File: src/rtl/vec_batchnorm_if.sv
// Upstream chunk handshake, downstream chunk handshake and coefficient port for vec_batchnorm.
// The master modport is the integrator side; the slave modport is the requantizer itself.
interface vec_batchnorm_if #(
    parameter int InVecLength = 8,
    parameter int WorkingRegs = 4
);
    localparam int AddrW = (InVecLength > 1) ? $clog2(InVecLength) : 1;

    logic                        in_data_ready;
    logic [WorkingRegs-1:0][7:0] in_data;
    logic                        req_chunk_in;
    logic [WorkingRegs-1:0][7:0] write_out_data;
    logic                        req_chunk_out;
    logic                        out_vector_valid;
    logic                        coef_wr_en;
    logic [AddrW-1:0]            coef_addr;
    logic [7:0]                  coef_scale;
    logic [15:0]                 coef_bias;
    logic                        coef_busy;

    modport master (
        output in_data_ready, in_data, coef_wr_en, coef_addr, coef_scale, coef_bias,
        input  req_chunk_in, write_out_data, req_chunk_out, out_vector_valid, coef_busy
    );

    modport slave (
        input  in_data_ready, in_data, coef_wr_en, coef_addr, coef_scale, coef_bias,
        output req_chunk_in, write_out_data, req_chunk_out, out_vector_valid, coef_busy
    );
endinterface

File: src/rtl/vec_batchnorm.sv
// Per-element affine requantizer: y = sat8(round((x*scale[i] + bias[i]) >>> Shift)),
// pulling int8 chunks from the input FIFO and pushing results through a 2-stage pipeline.
module vec_batchnorm #(
    parameter int InVecLength = 8,
    parameter int WorkingRegs = 4,
    parameter int Shift       = 0
) (
    input  logic           clk_in,
    input  logic           rst_in,
    vec_batchnorm_if.slave bus
);
    localparam int NumChunks = InVecLength / WorkingRegs;
    localparam int CntW      = (NumChunks > 1) ? $clog2(NumChunks) : 1;
    localparam int AddrW     = (InVecLength > 1) ? $clog2(InVecLength) : 1;
    localparam logic signed [17:0] Round = 18'((1 << Shift) >> 1);

    typedef enum logic [1:0] {IDLE, READ, DRAIN} state_e;

    state_e                      state_q, state_d;
    logic [CntW-1:0]             cnt_q, cnt_d;
    logic [CntW-1:0]             in_chunk_q, in_chunk_d;
    logic                        req_in_q, req_in_d;
    logic                        s1_valid_q, s1_valid_d;
    logic [CntW-1:0]             s1_chunk_q, s1_chunk_d;
    logic signed [15:0]          prod_q [WorkingRegs];
    logic signed [15:0]          prod_d [WorkingRegs];
    logic [WorkingRegs-1:0][7:0] out_q, out_d;
    logic                        req_out_q, req_out_d;
    logic                        ovv_q, ovv_d;
    logic signed [7:0]           scale_q [InVecLength];
    logic signed [7:0]           scale_d [InVecLength];
    logic signed [15:0]          bias_q [InVecLength];
    logic signed [15:0]          bias_d [InVecLength];

    function automatic logic [AddrW-1:0] elem_idx(input logic [CntW-1:0] chunk, input int lane);
        return AddrW'(int'(chunk) * WorkingRegs + lane);
    endfunction

    // Wide accumulator so product + bias + round term never wraps before saturation.
    function automatic logic [7:0] requant(input logic signed [15:0] prod,
                                           input logic signed [15:0] bias);
        logic signed [17:0] acc;
        acc = 18'(prod) + 18'(bias) + Round;
        acc = acc >>> Shift;
        if (acc > 18'sd127) return 8'h7f;
        if (acc < -18'sd128) return 8'h80;
        return acc[7:0];
    endfunction

    always_comb begin
        // NOTE: every always_comb output gets a default first so no path leaves it unassigned (no latch).
        state_d    = state_q;
        cnt_d      = cnt_q;
        in_chunk_d = in_chunk_q;
        req_in_d   = 1'b0;
        ovv_d      = ovv_q;
        case (state_q)
            IDLE: begin
                if (bus.in_data_ready) begin
                    state_d = READ;
                    cnt_d   = '0;
                    ovv_d   = 1'b0;
                end
            end
            READ: begin
                req_in_d   = 1'b1;
                in_chunk_d = cnt_q;
                cnt_d      = cnt_q + 1'b1;
                if (cnt_q == CntW'(NumChunks - 1)) state_d = DRAIN;
            end
            DRAIN: begin
                if (!req_in_q && !s1_valid_q) begin
                    ovv_d   = 1'b1;
                    state_d = IDLE;
                end
            end
            default: state_d = IDLE;
        endcase
    end

    always_comb begin
        scale_d = scale_q;
        bias_d  = bias_q;
        if (bus.coef_wr_en && state_q == IDLE && int'(bus.coef_addr) < InVecLength) begin
            scale_d[bus.coef_addr] = bus.coef_scale;
            bias_d[bus.coef_addr]  = bus.coef_bias;
        end
    end

    // Stage 1: the head chunk is sampled in the same cycle it is popped.
    always_comb begin
        prod_d     = prod_q;
        s1_chunk_d = s1_chunk_q;
        s1_valid_d = req_in_q;
        if (req_in_q) begin
            s1_chunk_d = in_chunk_q;
            for (int j = 0; j < WorkingRegs; j++) begin
                prod_d[j] = $signed(bus.in_data[j]) * scale_q[elem_idx(in_chunk_q, j)];
            end
        end
    end

    // Stage 2: write_out_data only changes when a result is pushed downstream.
    always_comb begin
        out_d     = out_q;
        req_out_d = s1_valid_q;
        if (s1_valid_q) begin
            for (int j = 0; j < WorkingRegs; j++) begin
                out_d[j] = requant(prod_q[j], bias_q[elem_idx(s1_chunk_q, j)]);
            end
        end
    end

    always_ff @(posedge clk_in) begin
        if (rst_in) begin
            state_q    <= IDLE;
            cnt_q      <= '0;
            in_chunk_q <= '0;
            req_in_q   <= 1'b0;
            s1_valid_q <= 1'b0;
            req_out_q  <= 1'b0;
            out_q      <= '0;
            ovv_q      <= 1'b0;
            // NOTE: the coefficient file is reset on purpose: reset must restore the identity mapping.
            for (int i = 0; i < InVecLength; i++) begin
                scale_q[i] <= 8'sd1;
                bias_q[i]  <= '0;
            end
        end else begin
            state_q    <= state_d;
            cnt_q      <= cnt_d;
            in_chunk_q <= in_chunk_d;
            req_in_q   <= req_in_d;
            s1_valid_q <= s1_valid_d;
            req_out_q  <= req_out_d;
            out_q      <= out_d;
            ovv_q      <= ovv_d;
            scale_q    <= scale_d;
            bias_q     <= bias_d;
        end
    end

    // NOTE: pipeline data regs have no reset; their valid bits gate every use of them.
    always_ff @(posedge clk_in) begin
        prod_q     <= prod_d;
        s1_chunk_q <= s1_chunk_d;
    end

    assign bus.req_chunk_in     = req_in_q;
    assign bus.write_out_data   = out_q;
    assign bus.req_chunk_out    = req_out_q;
    assign bus.out_vector_valid = ovv_q;
    assign bus.coef_busy        = (state_q != IDLE);
endmodule

File: src/flat_wrapper.sv
// flat-port wrapper written by rule: the top's interface ports become plain ports
module vec_batchnorm_flat 
#(
    parameter int InVecLength = 8,
    parameter int WorkingRegs = 4,
    parameter int Shift       = 0
)
  (clk_in, rst_in, bus_in_data_ready, bus_in_data, bus_coef_wr_en, bus_coef_addr, bus_coef_scale, bus_coef_bias, bus_req_chunk_in, bus_write_out_data, bus_req_chunk_out, bus_out_vector_valid, bus_coef_busy);
  vec_batchnorm_if #(.InVecLength(InVecLength), .WorkingRegs(WorkingRegs)) bus_i ();
  input  logic clk_in;
  input  logic rst_in;
  input wire logic [$bits(bus_i.in_data_ready)-1:0] bus_in_data_ready;
  input wire logic [$bits(bus_i.in_data)-1:0] bus_in_data;
  input wire logic [$bits(bus_i.coef_wr_en)-1:0] bus_coef_wr_en;
  input wire logic [$bits(bus_i.coef_addr)-1:0] bus_coef_addr;
  input wire logic [$bits(bus_i.coef_scale)-1:0] bus_coef_scale;
  input wire logic [$bits(bus_i.coef_bias)-1:0] bus_coef_bias;
  output wire logic [$bits(bus_i.req_chunk_in)-1:0] bus_req_chunk_in;
  output wire logic [$bits(bus_i.write_out_data)-1:0] bus_write_out_data;
  output wire logic [$bits(bus_i.req_chunk_out)-1:0] bus_req_chunk_out;
  output wire logic [$bits(bus_i.out_vector_valid)-1:0] bus_out_vector_valid;
  output wire logic [$bits(bus_i.coef_busy)-1:0] bus_coef_busy;
  assign bus_i.in_data_ready = bus_in_data_ready;
  assign bus_i.in_data = bus_in_data;
  assign bus_i.coef_wr_en = bus_coef_wr_en;
  assign bus_i.coef_addr = bus_coef_addr;
  assign bus_i.coef_scale = bus_coef_scale;
  assign bus_i.coef_bias = bus_coef_bias;
  assign bus_req_chunk_in = bus_i.req_chunk_in;
  assign bus_write_out_data = bus_i.write_out_data;
  assign bus_req_chunk_out = bus_i.req_chunk_out;
  assign bus_out_vector_valid = bus_i.out_vector_valid;
  assign bus_coef_busy = bus_i.coef_busy;
  vec_batchnorm #(.InVecLength(InVecLength), .WorkingRegs(WorkingRegs), .Shift(Shift)) u_core (.clk_in(clk_in), .rst_in(rst_in), .bus(bus_i));
endmodule
File: config.mk
export PLATFORM = sky130hd
export DESIGN_NAME = vec_batchnorm_flat
export DESIGN_NICKNAME = d
export VERILOG_FILES = /design/src/rtl/vec_batchnorm_if.sv /design/src/rtl/vec_batchnorm.sv /design/src/flat_wrapper.sv
export SDC_FILE = /design/constraint.sdc
export NUM_CORES = 1
export LEC_CHECK = 0
export ABC_AREA = 1
export CORE_AREA = 2 2 241 243
export CTS_CLUSTER_SIZE = 20
export DETAILED_ROUTE_END_ITERATION = 8
export DIE_AREA = 0 0 243 245
export GPL_TIMING_DRIVEN = 1
export PLACE_DENSITY = 0.58
export SYNTH_ARGS = -nofsm -noshare
export SYNTH_HDL_FRONTEND = slang
export SYNTH_SLANG_ARGS = --single-unit
File: constraint.sdc
create_clock -name clk_in -period 7 [get_ports clk_in]
set_clock_uncertainty 0.1 [all_clocks]
set_input_delay 1.75 -clock clk_in [delete_from_list [all_inputs] [get_ports clk_in]]
set_output_delay 1.75 -clock clk_in [all_outputs]
set_load 0.005 [all_outputs]
==> impl_metrics.toml, run 1 <==
[synth]
syn-num-nets = 3950
synthFlopType = "dfxtp_1"
synth-compound-area-share_pct = 10.97
synth_mux_area_share_pct = 0.3145
synth-edff-count = 65
syn_avg_cell_area_um2 = 7.310
seq_area_frac_synth_pct = 25.91
yosys.area_share.simple_pct = 21.94
synthAdderAreaFrac_pct = 26.46
netlist_instances = 3483
async_reset_ff_share_pct = 0
synth_area_um2 = 25460
ys_ff_latch = 297
yosys_warnings = 0
synth_xor_area_share_pct = 3.199
synthDistinctLibCells = 43
synth_top_family_by_area = "adder cells"

[timing]
final.period_utilization_pct = 89.26
finalMaxSlewViolations = 0
fmax_mhz = 160.0
fin_setup_tns_ns = 0
max-slew-margin-rel_pct = 26.14
period_minus_slack_ns = 6.248
grt_setup_unrepaired = "false"
setup_viol = 0
finalHoldViolCount = 0
worstMarginPinSlew_ns = 1.108

[floorplanning]
rows = 88
coreArea_um2 = 57030
die-area_um2 = 59540
die_x_um = 243
initial_utilization_pct = 44.64
die_y_um = 245
io_pins = 99

[clock_network]
cts.sinks = 297
cts_buffers = 35
cts-root-buf = "clkbuf_16"
cts_tree = "built"
cts_resized = 0
cts.path.max_buffers = 3
clk_pin_slew_ns = 0.06
htreeDepth = 2
postCtsHoldBufs = 0
post_cts_buffers = 0
insertion_delay_ns = 0.55

[cells_and_area]
fill_cells = 5854
n_antenna_cell = 0
syn_to_final_growth_pct = 11.90
layout_commonest_cell = "inv_1"
drive_above_1_share_pct = 3.840
multi_input_area_um2 = 16010
layout_common_cells = "inv_1, nand2_1, nor2_1"
seq_area_um2 = 6601
fin_nets = 4034

[setup_path]
cp_max_fo = 6
crit_type = "in -> reg"
cp.arrival_ns = 6.44
r2r_cells = 22
r2r_slack_ns = 1.15
crit_required_ns = 7.19
critPathCapture = "u_core.prod_q[28]$_DFFE_PP_"
crit_path_start = "bus_in_data[17]"
critPathLaunchType = "primary input"
r2r_end = "u_core.prod_q[28]$_DFFE_PP_"
regToRegStartpoint = "u_core.in_chunk_q$_SDFFE_PP0P_"
endpoint_kind = "register"

[placement]
place_congestion = 0.9065
dpl.hpwl_um = 51830
place.port_buffers = 98

[global_routing]
grt_pass1_vias = 20220
grt_max_degree = 123
antenna_found_initial = 2
gr-usage-all-layers_pct = 22.43
gr-total-overflow = 0
grt_first_pass_wirelength_um = 107200

[detailed_routing]
via_per_inst = 4.848
routed_wl_um = 66110
route.detailed.drc = 0
antenna_left = 0
route.detailed.wl_per_inst_um = 15.17
dr_total_vias = 21130
firstDrtPassIters = 7
drt_iter0_drc = 1218

[power]
power_uw = 7043
p_leak_uw = 0.01385
ir_worst_vdd_v = 0.0001509
powerDensity_nw_per_um2 = 247.2

[min_path]
min_path_type = "reg -> reg"

[outcome]
outcome = "complete, no violations"

[flow_run]
cap_violations = 0
cells in the mapped netlist (2+ instances only):
cell type | number | area (µm²)
xnor2_1 | 37 | 324.1
a31oi_1 | 2 | 12.51
nor2_2 | 6 | 37.54
a21o_1 | 3 | 22.52
fa_1 | 224 | 4484
buf_1 | 3 | 11.26
nand2_1 | 653 | 2451
and2_1 | 14 | 87.58
o2111ai_1 | 2 | 17.52
o21ai_1 | 14 | 70.07
a21oi_4 | 2 | 32.53
mux2i_1 | 8 | 80.08
nand3b_1 | 9 | 67.56
nor3_1 | 10 | 50.05
inv_1 | 673 | 2526
o311ai_0 | 2 | 17.52
ha_1 | 180 | 2252
xor2_1 | 51 | 446.7
dfxtp_1 | 232 | 4644
a21oi_1 | 184 | 920.9
clkbuf_1 | 76 | 285.3
a21oi_2 | 10 | 87.58
inv_2 | 2 | 7.510
buf_2 | 2 | 10.01
o21ai_0 | 305 | 1526
o21bai_1 | 4 | 30.03
nand3_1 | 112 | 560.5
a211oi_1 | 4 | 30.03
nor4_1 | 2 | 12.51
nand4_1 | 14 | 87.58
edfxtp_1 | 65 | 1952
nor2_1 | 541 | 2031
nand3_2 | 2 | 20.02
nand2_2 | 21 | 131.4
or2_2 | 6 | 37.54
metal layers:
metal,vias up,track usage (%),wire (µm)
met1,9744,32.41,33050
met3,59,3.105,2979
li1,10930,-,-
met4,0,4.349,929
met2,398,35.99,29150
met5,-,0,0
final cells by class:
type,instances,share of cell area (%)
clock buffer,45,3.241
sequential,297,23.17
inverter,675,8.902
multi-input combinational,2428,56.19
clock inverter,19,0.7598
timing repair buffer,130,4.374
tap,765,3.360
metrics by stage:
step	area, µm²	setup WS [ns]	utilization, %	std cells	hold slack [ns]
after detailed placement	27350	0.2351	47.95	4295	0.3372
after global routing	28490	0.4560	49.95	4359	0.3628
final	28490	0.7515	49.95	4359	0.3460
after global placement	27350	0.2857	47.95	4295	0.3346
after floorplan	25460	1.011	-	3483	0.3244
after CTS	28490	0.8131	49.95	4359	0.3464
power by group:
| group | switching, µW | total (µW) | internal, µW |
|---|---|---|---|
| combinational | 1930 | 3140 | 1200 |
| clock | 761 | 1850 | 1090 |
| sequential | 60.3 | 2050 | 1990 |
| total | 2750 | 7040 | 4290 |
cells by family after synthesis:
logic type                 count (synthesis)
AOI/OAI and AO/OA                        535
adders and majority gates                404
xor gates and xnor gates                  90
and+or+nand+nor                         1391
buffers and inverters                    758
muxes                                      8
DFF                                      297
how the worst min path moves through the flow:
| stage | cells past startpoint | to | startpoint |
|---|---|---|---|
| after CTS | 2 | u_core.bias_q[64]$_SDFFE_PP0P_ | u_core.bias_q[64]$_SDFFE_PP0P_ |
| final | 2 | u_core.bias_q[109]$_SDFFE_PP0P_ | u_core.bias_q[109]$_SDFFE_PP0P_ |
| after floorplan | 2 | u_core.bias_q[100]$_SDFFE_PP0P_ | u_core.bias_q[100]$_SDFFE_PP0P_ |
| after global placement | 2 | u_core.bias_q[78]$_SDFFE_PP0P_ | u_core.bias_q[78]$_SDFFE_PP0P_ |
| after detailed placement | 2 | u_core.bias_q[64]$_SDFFE_PP0P_ | u_core.bias_q[64]$_SDFFE_PP0P_ |
| after global routing | 2 | u_core.scale_q[27]$_SDFFE_PP0P_ | u_core.scale_q[27]$_SDFFE_PP0P_ |
state kept, by name (all words and copies together) (netlist names):
signal,flops
u_core.bias_q,128
u_core.prod_q,64
u_core.scale_q,64
u_core.bus.write_out_data,32
u_core.state_q,2
u_core.bus.out_vector_valid,1
u_core.bus.req_chunk_in,1
u_core.bus.req_chunk_out,1
u_core.cnt_q,1
u_core.in_chunk_q,1
u_core.req_out_d,1
u_core.s1_chunk_q,1
critical path, cell delays in order:
cell	delay, ns
clkdlybuf4s50_1	0.57
inv_1	0.15
or2_2	0.33
fa_1	0.49
fa_1	0.54
inv_1	0.05
fa_1	0.53
inv_1	0.05
fa_1	0.52
inv_1	0.04
ha_1	0.36
a21oi_1	0.21
nand2_1	0.10
nand2_1	0.07
nand2_1	0.05
a21oi_1	0.18
inv_1	0.06
a21oi_1	0.13
o21ai_0	0.11
xor2_1	0.15
(Power assumes the default switching activity.)
==> run 2: changes to the inputs <==
--- a/config.mk
+++ b/config.mk
@@ -6,12 +6,13 @@
 export NUM_CORES = 1
 export LEC_CHECK = 0
 export ABC_AREA = 1
-export CORE_AREA = 2 2 241 243
+export CORE_AREA = 2 2 198 297
 export CTS_CLUSTER_SIZE = 20
 export DETAILED_ROUTE_END_ITERATION = 8
-export DIE_AREA = 0 0 243 245
+export DIE_AREA = 0 0 200 299
 export GPL_TIMING_DRIVEN = 1
-export PLACE_DENSITY = 0.58
+export PLACE_DENSITY = 0.57
+export RECOVER_POWER = 50
 export SYNTH_ARGS = -nofsm -noshare
 export SYNTH_HDL_FRONTEND = slang
 export SYNTH_SLANG_ARGS = --single-unit
==> run 2 against run 1 <==
- the flow now finishes with violations (max-capacitance violations, max-slew violations)
- wire length rose by 7.2%
- via count increased by 3.3%
- clock power shrank 3%
- combinational power rose by 2%
- sequential cell count unchanged
- sequential power about the same
- register-to-register slack got worse by 0.22 ns
- die area is 0.45% higher
- utilization down 0.65 points
- sequential share of layout area grew 0.13 points
- worst hold slack got worse by 0.0018 ns
==> impl_metrics.toml, run 2 (same netlist as run 1, synthesis figures left out) <==
[detailed_routing]
routed_wl_um = 70870
route.detailed.wl_per_inst_um = 16.28
antenna_left = 0
firstDrtPassIters = 5
via_per_inst = 5.015
route.detailed.drc = 0
drt_iter0_drc = 991
dr_total_vias = 21830

[min_path]
min_path_type = "reg -> reg"

[clock_network]
insertion_delay_ns = 0.53
cts-root-buf = "clkbuf_16"
postCtsHoldBufs = 0
cts_buffers = 34
post_cts_buffers = 0
clk_pin_slew_ns = 0.06
cts_resized = 0
cts_tree = "built"
cts.path.max_buffers = 3
htreeDepth = 2
cts.sinks = 297

[setup_path]
cpPeakStageDelay_ns = 0.61
endpoint_kind = "register"
cpMaxStageDelayCell = "dlygate4sd3_1"
cp_max_fo = 6
cp.arrival_ns = 6.42
cp_cell_sequence = "dlygate4sd3_1 > inv_1 > or2_2 > fa_1 > fa_1 > inv_1 > fa_1 > inv_1 > fa_1 > inv_1 > ha_1 > a21o_1 > a31oi_1 > o21ai_0 > a21oi_1 > nor2_1 > nor2_1 > xnor2_1"
critPathLaunchType = "primary input"
critPathBufInv = 5
crit_type = "in -> reg"
critPathTopFamily = "adder cells"
crit_required_ns = 7.18

[cells_and_area]
regMostFlops = "u_core.bias_q"
n_antenna_cell = 0
syn_to_final_growth_pct = 11.21
layout_commonest_cell = "inv_1"
fill_cells = 5825
drive_above_1_share_pct = 3.294
largestRegisters = "u_core.bias_q: 128 flops, u_core.prod_q: 64 flops, u_core.scale_q: 64 flops"
largest_register_ffs = 128
fin_nets = 4026
fin_area_um2 = 28310
layout_common_cells = "inv_1, nand2_1, nor2_1"

[power]
ir_worst_vdd_v = 0.0002089
powerDensity_nw_per_um2 = 250.0
p_leak_uw = 0.01388

[placement]
dpl.hpwl_um = 56490
place_congestion = 0.9124
place.port_buffers = 98
placed_area_um2 = 27310

[floorplanning]
io_pins = 99
rows = 108
die-area_um2 = 59800
initial_utilization_pct = 44.33
die_x_um = 200
coreArea_um2 = 57430
die_y_um = 299

[timing]
setup_viol = 0
max-slew-margin-rel_pct = -144.8
finalHoldViolCount = 0
fmax_mhz = 160.3
worstMarginPinSlew_ns = 3.673
period_minus_slack_ns = 6.237
finalMaxSlewViolations = 343
grt_setup_unrepaired = "false"
final.period_utilization_pct = 89.10
fin_setup_tns_ns = 0

[global_routing]
grt_first_pass_wirelength_um = 115700
gr-total-overflow = 0
grt_pass1_vias = 22630
antenna_found_initial = 0
grt_max_degree = 218
gr-usage-all-layers_pct = 24.78

[outcome]
violations = "max-capacitance violations, max-slew violations"
outcome = "complete, but fails checks"

[flow_run]
cap_violations = 3
## run 2: changes by cell type in the layout (fill, tap and decap cells not counted), moves of 3 or more
cell             before  now
buf_4                30   18
clkbuf_1              9   13
clkdlybuf4s50_1      98   60
clkinv_1              4    1
clkinv_4              3    0
dlygate4sd3_1         0   38
nand2_1             653  656
nand2_2              21   18
## run 2: metal layers
metal / wire length, µm / vias to the layer above / global-route usage, % / part of all wire, %
li1: - / 10900 / - / -
met1: 26810 / 10340 / 26.44 / 38
met2: 38210 / 429 / 47.84 / 54
met3: 2510 / 151 / 2.991 / 3.5
met4: 3335 / 0 / 10.92 / 4.7
met5: 0 / - / 0 / 0
## run 2: power breakdown
part           leakage, µW  switching (µW)  internal, µW
Combinational       0.0108            2000          1210
Clock             0.000549             737          1060
Sequential         0.00248            70.8          2000
Total               0.0139            2810          4270
## run 2: path summary, 6_finish.rpt
kind | slack [ns] | to | cells after the start | startpoint
setup reg to reg | 0.93 | u_core.prod_q[60]$_DFFE_PP_ | 20 | u_core.in_chunk_q$_SDFFE_PP0P_
hold / removal | 0.34 | u_core.bias_q[68]$_SDFFE_PP0P_ | 2 | u_core.bias_q[68]$_SDFFE_PP0P_
hold reg to reg | 0.34 | u_core.bias_q[68]$_SDFFE_PP0P_ | 2 | u_core.bias_q[68]$_SDFFE_PP0P_
setup / recovery | 0.76 | u_core.prod_q[44]$_DFFE_PP_ | 18 | bus_in_data[9]
## run 2: worst reg2reg max path: stages, from the launching register on
cell and delay [ns]:
dfxtp_2 0.96, buf_4 0.40, mux2i_1 0.55, nor2_1 0.13, fa_1 0.56, inv_1 0.05, fa_1 0.51, inv_1 0.06
fa_1 0.53, inv_1 0.05, fa_1 0.53, inv_1 0.06, ha_1 0.38, a21oi_1 0.12, o21ai_0 0.32, nor2_1 0.07
nor2_1 0.14, nor2_1 0.06, nor2_1 0.08, nor2_1 0.05, xnor2_1 0.12
## run 2: final cells by class
cell class / count / area (µm²) / area share (%)
multi-input cells: 2428 / 15960 / 56.37
clock inverters: 13 / 133.9 / 0.4728
clock buffers: 46 / 979.7 / 3.460
inverters: 675 / 2535 / 8.953
repair buffers: 123 / 1144 / 4.039
well taps: 770 / 963.4 / 3.403
flip-flops and latches: 297 / 6598 / 23.30
## run 2: metrics by stage
step	std cells	hold slack (ns)	utilization [%]	setup WS [ns]	total power, µW
after floorplan	3483	0.3244	-	1.011	4478
after global placement	4293	0.3334	47.55	0.2866	5321
after detailed placement	4293	0.3388	47.55	0.2399	5358
after CTS	4352	0.3482	49.49	0.8011	7184
after global routing	4352	0.3659	49.30	0.3399	7711
final	4352	0.3442	49.30	0.7633	7079
